[src/rtl/instr_fetch_unit.sv]
// Instruction fetch unit: owns the PC, registers instr memory data into IR, hands it to decode.
// Optional macro FETCH_BOUND_EN stops fetching at MEM_DEPTH and parks the unit in HALT.
module instr_fetch_unit #(
    parameter int                PC_W      = 8,
    parameter int                INSTR_W   = 8,
    parameter int                MEM_DEPTH = 9,
    parameter logic [PC_W-1:0]   RESET_PC  = '0
) (
    input  logic               clk,
    input  logic               reset,
    input  logic               fetch_en,
    output logic [PC_W-1:0]    pc,
    input  logic [INSTR_W-1:0] instr_code,
    output logic [INSTR_W-1:0] ir,
    output logic [PC_W-1:0]    ir_pc,
    output logic               ir_valid,
    input  logic               ir_ready,
    input  logic               redirect_en,
    input  logic [PC_W-1:0]    redirect_pc,
    output logic [7:0]         instr_count,
    output logic               halted
);

`ifdef FETCH_BOUND_EN
    localparam bit LP_BOUND_EN = 1'b1;
`else
    localparam bit LP_BOUND_EN = 1'b0;
`endif
    localparam logic [PC_W:0] LP_DEPTH = MEM_DEPTH[PC_W:0];

    typedef enum logic [1:0] {S_IDLE, S_RUN, S_HALT} state_t;

    state_t             r_state;
    state_t             w_state_nxt;
    logic [PC_W-1:0]    r_pc;
    logic [INSTR_W-1:0] r_ir;
    logic [PC_W-1:0]    r_ir_pc;
    logic               r_ir_valid;
    logic [7:0]         r_count;
    logic               w_load;
    logic               w_bound;
    logic               w_fetch;
    logic               w_accept;

    always_comb begin
        w_state_nxt = r_state;
        w_load      = (r_state == S_RUN) && (!r_ir_valid || ir_ready);
        w_bound     = LP_BOUND_EN && w_load && ({1'b0, r_pc} >= LP_DEPTH);
        w_fetch     = w_load && !w_bound;
        w_accept    = r_ir_valid && ir_ready && !redirect_en;
        if (redirect_en) begin
            w_state_nxt = fetch_en ? S_RUN : S_IDLE;
        end else begin
            case (r_state)
                S_IDLE:  if (fetch_en) w_state_nxt = S_RUN;
                S_RUN: begin
                    if (w_bound)        w_state_nxt = S_HALT;
                    else if (!fetch_en) w_state_nxt = S_IDLE;
                end
                S_HALT:  w_state_nxt = S_HALT;
                default: w_state_nxt = S_IDLE;
            endcase
        end
    end

    always_ff @(posedge clk or negedge reset) begin
        if (!reset) begin
            r_state    <= S_IDLE;
            r_pc       <= RESET_PC;
            r_ir       <= '0;
            r_ir_pc    <= '0;
            r_ir_valid <= 1'b0;
            r_count    <= 8'd0;
        end else begin
            r_state <= w_state_nxt;
            if (w_accept && (r_count != 8'hFF)) r_count <= r_count + 8'd1;
            // A redirect flushes the IR even if decode is taking it this cycle.
            if (redirect_en) begin
                r_pc       <= redirect_pc;
                r_ir_valid <= 1'b0;
            end else if (w_fetch) begin
                r_ir       <= instr_code;
                r_ir_pc    <= r_pc;
                r_ir_valid <= 1'b1;
                r_pc       <= r_pc + 1'b1;
            end else if (r_ir_valid && ir_ready) begin
                r_ir_valid <= 1'b0;
            end
        end
    end

    assign pc          = r_pc;
    assign ir          = r_ir;
    assign ir_pc       = r_ir_pc;
    assign ir_valid    = r_ir_valid;
    assign instr_count = r_count;
    assign halted      = (r_state == S_HALT);

endmodule

[config.mk]
export PLATFORM = sky130hd
export DESIGN_NAME = instr_fetch_unit
export DESIGN_NICKNAME = d
export VERILOG_FILES = /design/src/rtl/instr_fetch_unit.sv
export SDC_FILE = /design/constraint.sdc
export NUM_CORES = 1
export LEC_CHECK = 0
export BUFFER_PORTS_ARGS = -buffer_cell sky130_fd_sc_hd__buf_2
export CORE_MARGIN = 2
export CORE_UTILIZATION = 55
export CTS_BUF_LIST = sky130_fd_sc_hd__clkbuf_4
export CTS_CLUSTER_DIAMETER = 80
export DETAILED_ROUTE_END_ITERATION = 8
export PLACE_DENSITY = 0.86
export SETUP_SLACK_MARGIN = 0.2
export SLEW_MARGIN = 20
export SYNTH_ARGS = -nofsm -noshare
export SYNTH_HDL_FRONTEND = slang
export SYNTH_SLANG_ARGS = --single-unit
[constraint.sdc]
create_clock -name clk -period 2.93 [get_ports clk]
set_input_delay 0.293 -clock clk [delete_from_list [all_inputs] [get_ports clk]]
set_output_delay 0.293 -clock clk [all_outputs]
set_load 0.02 [all_outputs]
After elaboration in Yosys (flattened, before gate mapping)
Cells that the tools add are included.
{ "word_totals": {"elab_cells": 36, "out_inout_bits": 34, "ff_bits": 35, "input_bits": 21} }
{ "classes": {"n_mux": 10, "n_bitwise": 1, "eq_ne": 5, "reduce_logical": 12, "add_sub_neg": 2} }
{ "op_table": {"columns": ["op", "count"], "rows": [
  ["adder 8 x 1 -> 8 bit, second input constant", 2],
  ["2-to-1 mux 8 bit", 2],
  ["!= test 8 bit, second input constant", 1],
  ["2-to-1 mux 2 bit", 3],
  ["!= test 3 bit, second input constant", 2],
  ["case mux 2 bit (3 select lines)", 1],
  ["logical AND 1 bit", 4],
  ["2-to-1 mux 1 bit", 4],
  ["AND reduction 2 bit", 2],
  ["nonzero test 3 bit", 1],
  ["equality test 2 x 1 -> 1 bit, second input constant", 1],
  ["equality test 2 bit, second input constant", 1],
  ["logical NOT 1 bit", 2],
  ["logical NOT 2 bit", 1],
  ["nonzero test 2 bit", 1],
  ["logical OR 1 bit", 1],
  ["inverter 1 bit", 1]
]} }

Logic depth before layout (Yosys ltp)
Gate-level depths: netlist of run 1.
{ "depth": {"word_depth": 5, "mapped_depth": 5, "depth_no_buf": 5} }

Worst setup path before layout of run 1
OpenSTA, ideal clock, no wires.
{ "synth_path": {"path_type": "register to register", "start": "register r_ir_valid (netlist: ir_valid)", "end": "register r_ir[0] (netlist: ir[0])", "required_time_ns": 2.805, "t_arrival_ns": 1.448, "n_path_buf": 1, "setup_slack_ns": 1.357, "stages_incl_launch_ff": 6, "synth_period_minus_slack_ns": 1.573, "cell_sequence": "dfrtp_1 > nand2b_2 > nand2_1 > nor2_2 > buf_4 > mux2_2"} }
{ "synth_via": {"elab_chain_len": 4} }
{ "synth_rtl": {"columns": ["item", "line", "text"], "rows": [
  ["from (decl)", "38", "logic r_ir_valid;"],
  ["from (signal assigned)", "72", "r_ir_valid <= 1'b0;"],
  ["from (signal assigned)", "80", "r_ir_valid <= 1'b0;"],
  ["from (signal assigned)", "84", "r_ir_valid <= 1'b1;"],
  ["logical NOT 1 bit", "47", "w_load = (r_state == S_RUN) && (!r_ir_valid || ir_ready);"],
  ["logical OR 1 bit", "47", null],
  ["logical AND 1 bit", "47", null],
  ["AND reduction 2 bit (no line)", null, null],
  ["to (signal assigned)", "82", "r_ir <= instr_code;"],
  ["to (decl)", "36", "logic [INSTR_W-1:0] r_ir;"]
]} }
No other way between the ends.
A chain may end at the register's enable or synchronous reset.

Worst setup path after layout of run 1
{ "layout_path": {"start": "register r_state[1]", "end": "register r_ir[4] (netlist: ir[4])"} }
{ "layout_via": {"elab_chain_len": 3} }
{ "layout_rtl": {"columns": ["item", "line", "text"], "rows": [
  ["from (decl)", "33", "state_t r_state;"],
  ["from (signal assigned)", "75", "r_state <= w_state_nxt;"],
  ["equality test 2 x 1 -> 1 bit", "47", null],
  ["logical AND 1 bit", "47", null],
  ["AND reduction 2 bit (no line)", null, null]
]} }
No other way between the ends.

==> results of run 1 <==
==> cell usage in the layout (no fill, tap or decap), drive strengths merged, types with 2 or more instances in the layout <==
cell type | synthesis | routed
a21oi | 4 | 4
and4 | 2 | 2
buf | 2 | 54
clkbuf | 1 | 5
clkinv | 0 | 2
dfrtp | 35 | 35
ha | 2 | 2
inv | 2 | 2
mux2 | 17 | 17
mux2i | 3 | 3
nand2 | 17 | 17
nand2b | 2 | 2
nand3 | 5 | 5
nand3b | 2 | 2
nor2 | 5 | 5
nor2b | 2 | 2
nor3 | 3 | 3
o21ai | 8 | 8
xnor2 | 6 | 6
xor2 | 3 | 3
==> flip-flops by register name, summed over array words and instances (netlist names) <==
| name | cells |
|---|---|
| instr_count | 8 |
| pc | 8 |
| r_state | 2 |
| ir_pc | 8 |
| ir | 8 |
| ir_valid | 1 |
==> power by group through the flow <==
stage	combinational, mW	clock (mW)	sequential (mW)
floorplan	0.120	0	0.747
global placement	0.346	0	0.643
detailed placement	0.360	0	0.649
CTS	0.360	0.241	0.640
global route	0.385	0.256	0.653
finish	0.353	0.230	0.640
==> per-layer routing <==
layer  up-vias  GRT usage (%)
li1        580              -
met2        39           33.3
met3         7           7.48
met4         0           9.63
met1       563           23.7
met5         -              0
==> cell type report <==
type                    count  area, um^2
well taps                  31        38.8
fillers                   210         816
multi-input cells          93         656
inverters                   2        7.51
clock buffers               5        37.5
clock inverters             2        8.76
repair buffers             54         270
flip-flops and latches     35         876
==> how the worst min path moves through the flow <==
stage,start,endpoint
after detailed placement,reset,instr_count[5]$_DFFE_PN0P_
final,reset,ir_pc[1]$_DFFE_PN0P_
after global routing,reset,ir_pc[1]$_DFFE_PN0P_
after CTS,reset,ir_pc[5]$_DFFE_PN0P_
after floorplan,reset,instr_count[0]$_DFFE_PN0P_
after global placement,reset,instr_count[3]$_DFFE_PN0P_
==> logic make-up (layout without fill, tap and decap cells) <==
kind of cell	Yosys count	after routing	synth area share, %
fa+ha+maj	2	2	1.61
mux	20	20	14.2
buf+inv	5	63	1.53
simple gates	46	46	15.5
flops	35	35	56.3
xor+xnor	9	9	5.07
compound gates	16	16	5.71
==> metrics by stage <==
step | hold slack [ns] | utilization [%] | setup WS, ns | power, mW | cell area, um^2
after floorplan | -0.00259 | - | 1.36 | 0.866 | 1560
after global placement | 0.388 | 68.2 | 1.14 | 0.989 | 1850
after detailed placement | 0.403 | 68.2 | 1.08 | 1.01 | 1850
after CTS | 0.0288 | 69.9 | 1.07 | 1.24 | 1890
after global routing | 0.0524 | 69.9 | 0.957 | 1.29 | 1890
final | 0.0231 | 69.9 | 1.09 | 1.22 | 1890
==> critical path: stages, from the launching register on <==
cell and delay, ns:
dfrtp_1 0.41, and2b_2 0.24, nand2_1 0.09, nor2_2 0.59, mux2_2 0.41
==> results by group, run 1 <==
Outcome
  – Status: completed

Floorplan
  – Starting density of the core: 57.4%
  – Die area: 3270 um^2
  – Site row count: 19
  – Die width: approximately 57 um
  – Core Region: 2710 um^2
  – IO Pins: 55
  – Die H: 57.2 um

Detailed routing
  – Drt wl/cell: 13.5 um
  – Iteration-0 DRC Markers: 22
  – Highest metal used: met4
  – Drt total wl: between 2 and 3 mm
  – Metal1 wirelength: around 1.2 mm
  – Met3 Wirelength: around 210 um
  – Vias per cell: 5.36
  – Routed Antenna Nets: 0
  – Drt pass-1 iters: 4
  – DRC: 0
  – Vias post-DR: 1189
  – DR WL met2: 1.49 mm

Pwr
  – Max rail drop VDD: 0.624 mV
  – Switching Share: 34.7%
  – Comb pwr share: 28.9%
  – Pleak: between 0.9 and 1 nW
  – Sw power: 0.424 mW
  – PwrDens: 646 nW/um^2
  – Clock share of power: 18.8%
  – Sequential share of power: 52.3%
  – Pint: 0.799 mW

Clock network
  – CTS tree: built
  – CTS buffer count: 5
  – TritonCTS sink count: 35
  – H-tree depth: 2
  – Post-CTS Resized: 0
  – Number of post-CTS setup repair buffers: 0
  – Maximum clock path buffer count: 2
  – CTS Root Cell: clkbuf_4
  – Reg clk slew, reported paths: 0.09 ns
  – Clock latency on the worst-skew pair: 0.33 ns
  – Hold buffers post-CTS: 0

Global routing
  – First-pass GRT wire length: about 5 mm
  – Total GRT Usage: 20.3%
  – Grt total ovfl: 0
  – Largest net degree at the start of global routing: 36
  – Vias in the first global route: about 1.2k
  – Initial antenna violation count: 0

STA
  – Count of final max-slew check failures: 0
  – Slew HR: between 40% and 50%
  – RSZ-0062 raised after global routing: no
  – Setup TNS: 0 ns
  – Worst Tran Pin Value: 0.759 ns
  – Fmax: 544 MHz
  – Skew final: ~0.0042 ns
  – Crit share post-route: between 60% and 70%
  – Final number of hold-violating endpoints: 0
  – Final period demand of the worst path: 1.84 ns
  – Final setup violating endpoints: 0

Placed design
  – GPL Wtd Cong: 0.784
  – DP HPWL: approximately 2.3 mm
  – DP Cell Count: 215
  – Port-buffer cells: 54

Worst hold path
  – Hold Path Class: in2async

Critical path
  – Arrival time of the worst setup path: 2.06 ns
  – Critical Path Source Type: register
  – CP endpoint: ir[4]$_DFFE_PN0P_
  – WS Path Type: reg2reg
  – Max Fanout on Critical Path: 16
  – Crit. End Element: register
  – Reg2reg path depth: 4
  – Reg2reg end: ir[4]$_DFFE_PN0P_
  – Required time of the critical path: 3.15 ns
  – R2R Path Start: r_state[1]$_DFFE_PN0P_
  – Register-to-register setup slack: 1.09 ns
  – Worst Setup SP: r_state[1]$_DFFE_PN0P_

Layout
  – Area growth syn-to-layout: 21.8%
  – Total Nets Final: 214
  – Final instance count without filler cells: 222
  – Share of cells above drive strength 1: 42.4%
  – Antenna Diode Count: 0

Logic synthesis
  – Number of synthesized flops with an enable pin: 0
  – Synth warn: 0
  – Ys flop type: dfrtp_1
  – Post-Syn Area per Cell: 11.7 um^2
  – Seq/Total Area, Yosys: 56.3%
  – Post-synth cell types: 34
  – Top post-synthesis cells by area: dfrtp_1, mux2_2, nand2_1
  – Yosys top cell area share: 56.3%
  – Asr flop ratio synth: 100%
  – Syn Inst Count: 133
  – Cell taking the most area after synthesis: dfrtp_1
  – Mapped cell area: 1560 um^2
  – Number of synthesized register bits: 35
  – Top cells by count, synth: dfrtp_1, mux2_2, nand2_1
  – Most common cell in the netlist: dfrtp_1
  – Syn_nets: between 150 and 200

Job
  – Number of max-cap violations: 0
Note: power is estimated with default switching activity, not from simulation.
==> run 2, diff against run 1 <==
CORE_UTILIZATION = 51   (was 55)
PLACE_DENSITY = 0.81   (was 0.86)
clock period = 1.7 ns   (was 2.93 ns; I/O delays follow)
==> results by group, run 2 (synthesis gave the netlist of run 1 again) <==
Outcome
  – Status: completed

Pwr
  – Pleak: approximately 0.94 nW
  – Max rail drop VDD: 0.670 mV
  – PwrDens: 1090 nW/um^2

STA
  – Count of final max-slew check failures: 0
  – Worst Tran Pin Value: 0.431 ns
  – Setup TNS: 0 ns
  – Final setup violating endpoints: 0
  – Final period demand of the worst path: 1.46 ns
  – RSZ-0062 raised after global routing: yes
  – Skew final: 0.00747 ns
  – Slew HR: between 70% and 80%
  – Crit share post-route: a little under nine tenths
  – Final number of hold-violating endpoints: 0
  – Fmax: between 600 and 700 MHz

Critical path
  – Crit. End Element: register
  – Critical Path Source Type: register
  – Worst Path Buf+Inv: 1
  – Critical path's slowest cell: dfrtp_1
  – Max Fanout on Critical Path: 16
  – CP cell instances: and2b_2, nand2_2, nor2_4, buf_12, mux2_2
  – Delay-heaviest family, CP: simple AND/OR/NAND/NOR gates
  – WS Path Type: reg2reg
  – CP max stage delay: 0.40 ns
  – Arrival time of the worst setup path: ~1.7 ns
  – Required time of the critical path: 1.92 ns

Detailed routing
  – Routed Antenna Nets: 0
  – DRC: 0
  – Iteration-0 DRC Markers: 34
  – Vias post-DR: about 1.2k
  – Drt wl/cell: between 10 and 15 um
  – Vias per cell: 5.26
  – Drt total wl: 3.25 mm
  – Drt pass-1 iters: 4

Global routing
  – Vias in the first global route: 1157
  – First-pass GRT wire length: 5.19 mm
  – Grt total ovfl: 0
  – Largest net degree at the start of global routing: 36
  – Total GRT Usage: 20.0%
  – Initial antenna violation count: 0

Placed design
  – Port-buffer cells: 54
  – DP HPWL: roughly 2.4 mm
  – DP Cell Count: between 200 and 250
  – GPL Wtd Cong: 0.771

Layout
  – Commonest cells after routing, fill and taps aside: buf_2, dfrtp_1, mux2_2
  – Total Nets Final: 220
  – Commonest non-fill, non-tap cell in the layout: buf_2
  – Filler cells: 243
  – Register area: 880 um^2
  – Share of cells above drive strength 1: 47.5%
  – Multi-input gate area: 684 um^2
  – Antenna Diode Count: 0
  – Area growth syn-to-layout: 28.3%
  – Final Util: 67.0%
  – Final instance count without filler cells: 231

Floorplan
  – Die H: ~59 um
  – Starting density of the core: between 50% and 60%
  – Site row count: 20
  – Core Region: between 2000 and 3000 um^2
  – IO Pins: 55
  – Die area: 3510 um^2
  – Die width: 59.2 um

Worst hold path
  – Hold Path Class: in2reg

Clock network
  – CTS buffer count: 5
  – Clock latency on the worst-skew pair: around 0.33 ns
  – CTS tree: built
  – TritonCTS sink count: 35
  – Maximum clock path buffer count: 2
  – CTS Root Cell: clkbuf_4
  – Reg clk slew, reported paths: 0.10 ns
  – H-tree depth: 2

Job
  – Number of max-cap violations: 0
==> run 2: changes by cell type in the layout (fill, tap and decap cells not counted), sizes merged <==
cell and change:
buf +5, clkbuf +1, dlygate4sd3 +1
==> run 2: worst reg2reg max path, delay by kind of cell (launching register included) <==
family	cells	cell delay, ns
AND/OR/NAND/NOR	3	0.46
flip-flops	1	0.40
multiplexers	1	0.34
buffers and inverters	1	0.16
==> run 2: what timing repair did <==
item,CTS,global route
gates resized for setup,3,2
setup buffers,1,1
pin swaps,1,2
endpoints found under the setup margin,10,17
hold endpoints to repair,35,0
hold buffers,1,0
==> run 2: final timing paths <==
check,startpoint,endpoint,slack [ns],cells past startpoint
max in group asynchronous,reset,ir_valid$_DFFE_PN0P_,0.99,3
worst min-delay path,redirect_pc[2],pc[2]$_DFFE_PN0P_,0.04,3
worst max-delay path,r_state[1]$_DFFE_PN0P_,ir_pc[0]$_DFFE_PN0P_,0.24,5
worst min register to register,r_state[1]$_DFFE_PN0P_,r_state[0]$_DFFE_PN0P_,0.50,1
min in group asynchronous,reset,instr_count[3]$_DFFE_PN0P_,0.39,3
worst max register to register,r_state[1]$_DFFE_PN0P_,ir_pc[0]$_DFFE_PN0P_,0.24,5
==> run 2: layout make-up <==
cell class	instances	area share, %
Clock buffer	6	2.26
Timing Repair Buffer	60	16.6
Multi-Input combinational cell	93	34.3
Tap cell	33	2.07
Inverter	2	0.376
Clock inverter	2	0.376
Sequential cell	35	44.1
==> run 2: stage by stage <==
stage / setup WS [ns] / instance area, um^2 / power [mW] / hold WS, ns
after detailed placement: 0.195 / 1900 / 1.76 / 0.226
after floorplan: 0.206 / 1570 / 1.50 / -0.126
final: 0.237 / 2000 / 2.18 / 0.0376
after CTS: 0.225 / 1980 / 2.20 / 0.0386
after global placement: 0.254 / 1900 / 1.72 / 0.221
after global routing: 0.157 / 2000 / 2.32 / 0.0495
==> run 2: where the power goes <==
group,switching [mW],internal (mW),leakage [nW],total (mW)
Combinational,0.373,0.279,0.490,0.652
Clock,0.260,0.169,0.0307,0.429
Sequential,0.119,0.982,0.422,1.10
==> run 2: per-layer routing <==
metal | global-route usage (%) | vias to the layer above | share of wire [%]
met2 | 33.8 | 37 | 52
met5 | 0 | - | 0
met4 | 8.77 | 0 | 1.4
li1 | - | 590 | -
met1 | 24.8 | 583 | 42
met3 | 3.93 | 5 | 4.4
